`config.mk`:
```
export PLATFORM = sky130hd
export DESIGN_NAME = ltz_cdc_debounce
export DESIGN_NICKNAME = d
export VERILOG_FILES = /design/src/rtl/ltz_cdc_debounce.sv
export SDC_FILE = /design/constraint.sdc
export NUM_CORES = 1
export LEC_CHECK = 0
export ABC_CLOCK_PERIOD_IN_PS = 1550
export CAP_MARGIN = 20
export CORE_AREA = 2 2 39 41
export DETAILED_ROUTE_END_ITERATION = 6
export DIE_AREA = 0 0 41 43
export MAX_ROUTING_LAYER = met4
export SLEW_MARGIN = 10
export SYNTH_ARGS = -nofsm -noshare
export SYNTH_HDL_FRONTEND = slang
export SYNTH_HIERARCHICAL = 1
export SYNTH_SLANG_ARGS = --single-unit
```
`constraint.sdc`:
```
create_clock -name clk -period 1.55 [get_ports clk]
set_input_delay 0.2325 -clock clk [delete_from_list [all_inputs] [get_ports clk]]
set_output_delay 0.2325 -clock clk [all_outputs]
set_load 0.01 [all_outputs]
```
`src/rtl/ltz_cdc_debounce.sv`:
```
// Multi-channel CDC synchroniser with per-channel stability filter.
// Optional registered rise/fall outputs when LTZ_CDCDB_EDGE_EN is defined.

module ltz_cdc_debounce_lane #(
    parameter logic INIT       = 1'b0,
    parameter int   STABLE_CNT = 4
) (
    input  logic clk,
    input  logic rst,
    input  logic samp,
    output logic dout,
    output logic chg
`ifdef LTZ_CDCDB_EDGE_EN
    ,
    output logic rise,
    output logic fall
`endif
);
    localparam int CW = $clog2(STABLE_CNT + 1);
    localparam logic [CW-1:0] CNT_MAX = CW'(STABLE_CNT - 1);

    logic [CW-1:0] cnt_q, cnt_d;
    logic          dout_q, dout_d;
    logic          chg_q, chg_d;
`ifdef LTZ_CDCDB_EDGE_EN
    logic          rise_q, fall_q;
`endif

    always_ff @(posedge clk) begin
        if (rst) begin
            cnt_q  <= '0;
            dout_q <= INIT;
            chg_q  <= 1'b0;
`ifdef LTZ_CDCDB_EDGE_EN
            rise_q <= 1'b0;
            fall_q <= 1'b0;
`endif
        end else begin
            cnt_q  <= cnt_d;
            dout_q <= dout_d;
            chg_q  <= chg_d;
`ifdef LTZ_CDCDB_EDGE_EN
            rise_q <= chg_d & dout_d;
            fall_q <= chg_d & ~dout_d;
`endif
        end
    end

    // Any sample matching dout clears the run, so glitches never accumulate.
    always_comb begin
        cnt_d  = '0;
        dout_d = dout_q;
        chg_d  = 1'b0;
        if (samp != dout_q) begin
            if (cnt_q == CNT_MAX) begin
                dout_d = samp;
                chg_d  = 1'b1;
            end else begin
                cnt_d = cnt_q + CW'(1);
            end
        end
    end

    always_comb begin
        dout = dout_q;
        chg  = chg_q;
`ifdef LTZ_CDCDB_EDGE_EN
        rise = rise_q;
        fall = fall_q;
`endif
    end
endmodule

module ltz_cdc_debounce #(
    parameter int               WIDTH       = 1,
    parameter logic [WIDTH-1:0] INITVAL     = {WIDTH{1'b0}},
    parameter int               SYNC_STAGES = 2,
    parameter int               STABLE_CNT  = 4
) (
    input  logic             clk,
    input  logic             rst,
    input  logic [WIDTH-1:0] din,
    output logic [WIDTH-1:0] dout,
    output logic [WIDTH-1:0] chg
`ifdef LTZ_CDCDB_EDGE_EN
    ,
    output logic [WIDTH-1:0] rise,
    output logic [WIDTH-1:0] fall
`endif
);
    if (SYNC_STAGES < 1 || STABLE_CNT < 1) begin : g_bad_param
        $error("ltz_cdc_debounce: SYNC_STAGES and STABLE_CNT must be >= 1");
    end

    logic [SYNC_STAGES-1:0][WIDTH-1:0] sync_q;
    logic [WIDTH-1:0]                  samp;

    always_ff @(posedge clk) begin
        if (rst) begin
            sync_q <= {SYNC_STAGES{INITVAL}};
        end else begin
            sync_q[0] <= din;
            for (int k = 1; k < SYNC_STAGES; k++) sync_q[k] <= sync_q[k-1];
        end
    end

    assign samp = sync_q[SYNC_STAGES-1];

    for (genvar i = 0; i < WIDTH; i++) begin : g_lane
        ltz_cdc_debounce_lane #(
            .INIT       (INITVAL[i]),
            .STABLE_CNT (STABLE_CNT)
        ) u_lane (
            .clk  (clk),
            .rst  (rst),
            .samp (samp[i]),
            .dout (dout[i]),
            .chg  (chg[i])
`ifdef LTZ_CDCDB_EDGE_EN
            ,
            .rise (rise[i]),
            .fall (fall[i])
`endif
        );
    end
endmodule

```
==> metrics.md, run 1 <==
| Metric | Value |
|---|---|
| Worst-path clk slew | `0.05 ns` |
| CP Capture Type | `output port` |
| Critical Path RT | `1.32 ns` |
| Critical path launch point type | `flip-flop` |
| Maximum vdd drop | `0.000508 V` |
| Total number of vias | `about 160` |
| Max clock buf depth | `2` |
| Critical path buffers and inverters | `1` |
| P_leak | `about 0.12 nW` |
| I/O Buffers | `4` |
| Achievable frequency | `slightly above 700 MHz` |
| Worst Hold Launch | `sync_q[0]$_SDFF_PP0_` |
| Seq/Total Area, Yosys | `0.586` |
| Worst Tran Pin Value | `around 0.38 ns` |
| Final instance area | `325 um^2` |
| Postcts setup bufs | `0` |
| DR WL/cell | `a little under 8 um` |
| RSZ-0062 raised after global routing | `no` |
| Layout cells sized above 1 | `0.148` |
| Clk root buf | `clkbuf_4` |
| Final hold vios | `0` |
| CTS tree | `built` |
| CTS sink cnt | `7` |
| Crit path max fanout | `3` |
| Starting Density | `0.173` |
| Post-Syn Nets | `24` |
| Core ar. | `about 1400 um^2` |
| Ports | `5` |
| Height of the die | `43 um` |
| Slew margin rel. | `0.744` |
| Final RePlAce weighted congestion | `0.651` |
| Status | `finished clean` |
| Total track usage | `0.0630` |
| Crit-path slowest cell | `clkdlybuf4s50_1` |
| Row count | `14` |
| Worst Clk Skew | `between 0.0004 and 0.0005 ns` |
| H-tree level count | `1` |
| Final Setup Violations | `0` |
| Syn Area/Cell | `12.6 um^2` |
| Cells after Synth | `19` |
| Area growth syn-to-layout | `36.1%` |
| Hold Slack | `about 0.43 ns` |
| Worst min path class | `flip-flop to flip-flop` |
| # fillers | `between 150 and 200` |
| Setup TNS | `0 ns` |
| Residual DRC | `0` |
| Final period utilization | `0.899` |
| Cell area after synthesis | `about 240 um^2` |
| Max-Cap Viols | `0` |
| Nets@finish | `33` |
| Critical path class | `flip-flop to output port` |
| CP cell instances | `clkdlybuf4s50_1` |
| Vias in the first global route | `approximately 170` |
| Full die area | `1760 um^2` |
| Final WL | `332 um` |
| Detail Route Antenna Nets | `0` |
| Pin count of the biggest net entering global routing | `8` |
| Fin crit period | `around 1.4 ns` |
| Number of DRC markers in iteration 0 | `1` |
| Yosys warns | `6` |
| Hold-fix buffers, CTS | `0` |
| Kind of cell adding the most delay to the critical path | `buffers and inverters` |
| Inserted Diodes | `0` |
| Worst Path Arrival | `approximately 1.2 ns` |
| Distinct cell type count after synthesis | `10` |
| Drt via density | `3.65` |
| Placed cell area | `299 um^2` |
| CP startpoint | `g_lane[0].u_lane/dout$_SDFFE_PP0P_` |
| Final Max Slew Viols | `0` |
| TritonCTS Buffers | `3` |
| Initial antenna violation count | `0` |
| Largest stage delay on the critical path | `approximately 0.55 ns` |
| GRT overflow | `0` |
| Resize count post-CTS | `0` |
| Die span in x | `roughly 41 um` |
| First-pass GRT wire length | `~650 um` |
| Clock Latency Late Sink | `0.24 ns` |
| Reg-to-Reg Start | `g_lane[0].u_lane/cnt_q[0]$_SDFF_PP0_` |
| Drt pass-1 iters | `2` |
| Post-synthesis register bit count | `7` |
| P per Cell Area | `roughly 1100 nW/um^2` |
## logic make-up (layout without fill, tap and decap cells)
| group | count (synthesis) | in the layout | share of synthesized area |
|---|---|---|---|
| simple gates | 7 | 7 | 0.215 |
| buf+inv | 1 | 9 | 0.0157 |
| fa+ha+maj | 2 | 2 | 0.105 |
| mux | 1 | 1 | 0.0419 |
| xor+xnor | 1 | 1 | 0.0367 |
| flops | 7 | 7 | 0.586 |
## cells in the mapped netlist
cell | instances | area (um^2)
dfxtp_1 | 7 | 140
nor4b_2 | 1 | 15.0
xnor2_1 | 1 | 8.76
mux2i_1 | 1 | 10.0
nor3b_1 | 1 | 7.51
nor2b_1 | 2 | 12.5
nor2_1 | 1 | 3.75
inv_1 | 1 | 3.75
ha_1 | 2 | 25.0
nor4_1 | 2 | 12.5
## per-stage QoR
| step | util | power [mW] | setup slack, ns | instances |
|---|---|---|---|---|
| final | 0.235 | 0.356 | 0.157 | 43 |
| after global routing | 0.235 | 0.380 | 0.105 | 43 |
| after CTS | 0.235 | 0.367 | 0.147 | 43 |
| after detailed placement | 0.216 | 0.201 | 0.392 | 39 |
| after global placement | 0.216 | 0.200 | 0.423 | 39 |
| after floorplan | - | 0.192 | 0.497 | 19 |
## worst paths after layout
path                                             end  slack, ns  depth (start not counted)
setup reg to reg  g_lane[0].u_lane/dout$_SDFFE_PP0P_       0.43                          4
hold reg to reg                      samp$_SDFF_PP0_       0.43                          1
hold / removal                       samp$_SDFF_PP0_       0.43                          1
setup / recovery                                dout       0.16                          1
## where the power goes
part / internal (mW) / switching (mW) / total [mW]
sequential: 0.184 / 0.00124 / 0.185
combinational: 0.00705 / 0.00490 / 0.0120
clock: 0.0979 / 0.0614 / 0.159
total: 0.288 / 0.0675 / 0.356
## placed cells by master (no fill, tap or decap)
master and instances:
clkdlybuf4s50_1 4, nor2_1 1, clkbuf_1 1, dfxtp_1 7, nor3b_1 1, ha_1 2, nor2b_1 2, mux2i_1 1
clkbuf_4 3, xnor2_1 1, nor4_1 2, nor4b_2 1, inv_1 1
## sequential cells by signal, summed over array words and instances, names as in the netlist
signal,cells
g_lane.u_lane/chg,1
g_lane.u_lane/dout,1
samp,1
g_lane.u_lane/cnt_q,3
sync_q,1
## worst reg2reg max path, delay by kind of cell, from the launching register on
kind                     cells  cell delay (ns)
adder cells (fa/ha/maj)      2             0.41
flip-flops                   1             0.33
multiplexers                 1             0.21
AND/OR/NAND/NOR              1             0.05
## cell type report
cell class / count / area [um^2] / area share
Sequential cell: 7 / 140 / 0.431
Multi-Input combinational cell: 11 / 95.1 / 0.292
Timing Repair Buffer: 4 / 40.0 / 0.123
Clock buffer: 4 / 26.3 / 0.0808
Tap cell: 16 / 20.0 / 0.0615
Inverter: 1 / 3.75 / 0.0115
## per-layer routing
| layer | track usage | wire (um) | up-vias |
|---|---|---|---|
| li1 | - | - | 82 |
| met4 | 0 | 0 | 0 |
| met1 | 0.0651 | 173 | 70 |
| met5 | - | 0 | - |
| met2 | 0.0813 | 135 | 5 |
| met3 | 0.0785 | 23 | 0 |
Note: power is estimated with default switching activity, not from simulation.
==> run 2: changes to the inputs <==
--- a/config.mk
+++ b/config.mk
@@ -11,7 +11,6 @@
 export DETAILED_ROUTE_END_ITERATION = 6
 export DIE_AREA = 0 0 41 43
 export MAX_ROUTING_LAYER = met4
-export SLEW_MARGIN = 10
 export SYNTH_ARGS = -nofsm -noshare
 export SYNTH_HDL_FRONTEND = slang
 export SYNTH_HIERARCHICAL = 1
==> results of run 2 <==
The final DEF is identical to that of run 1; final timing and power are the same.
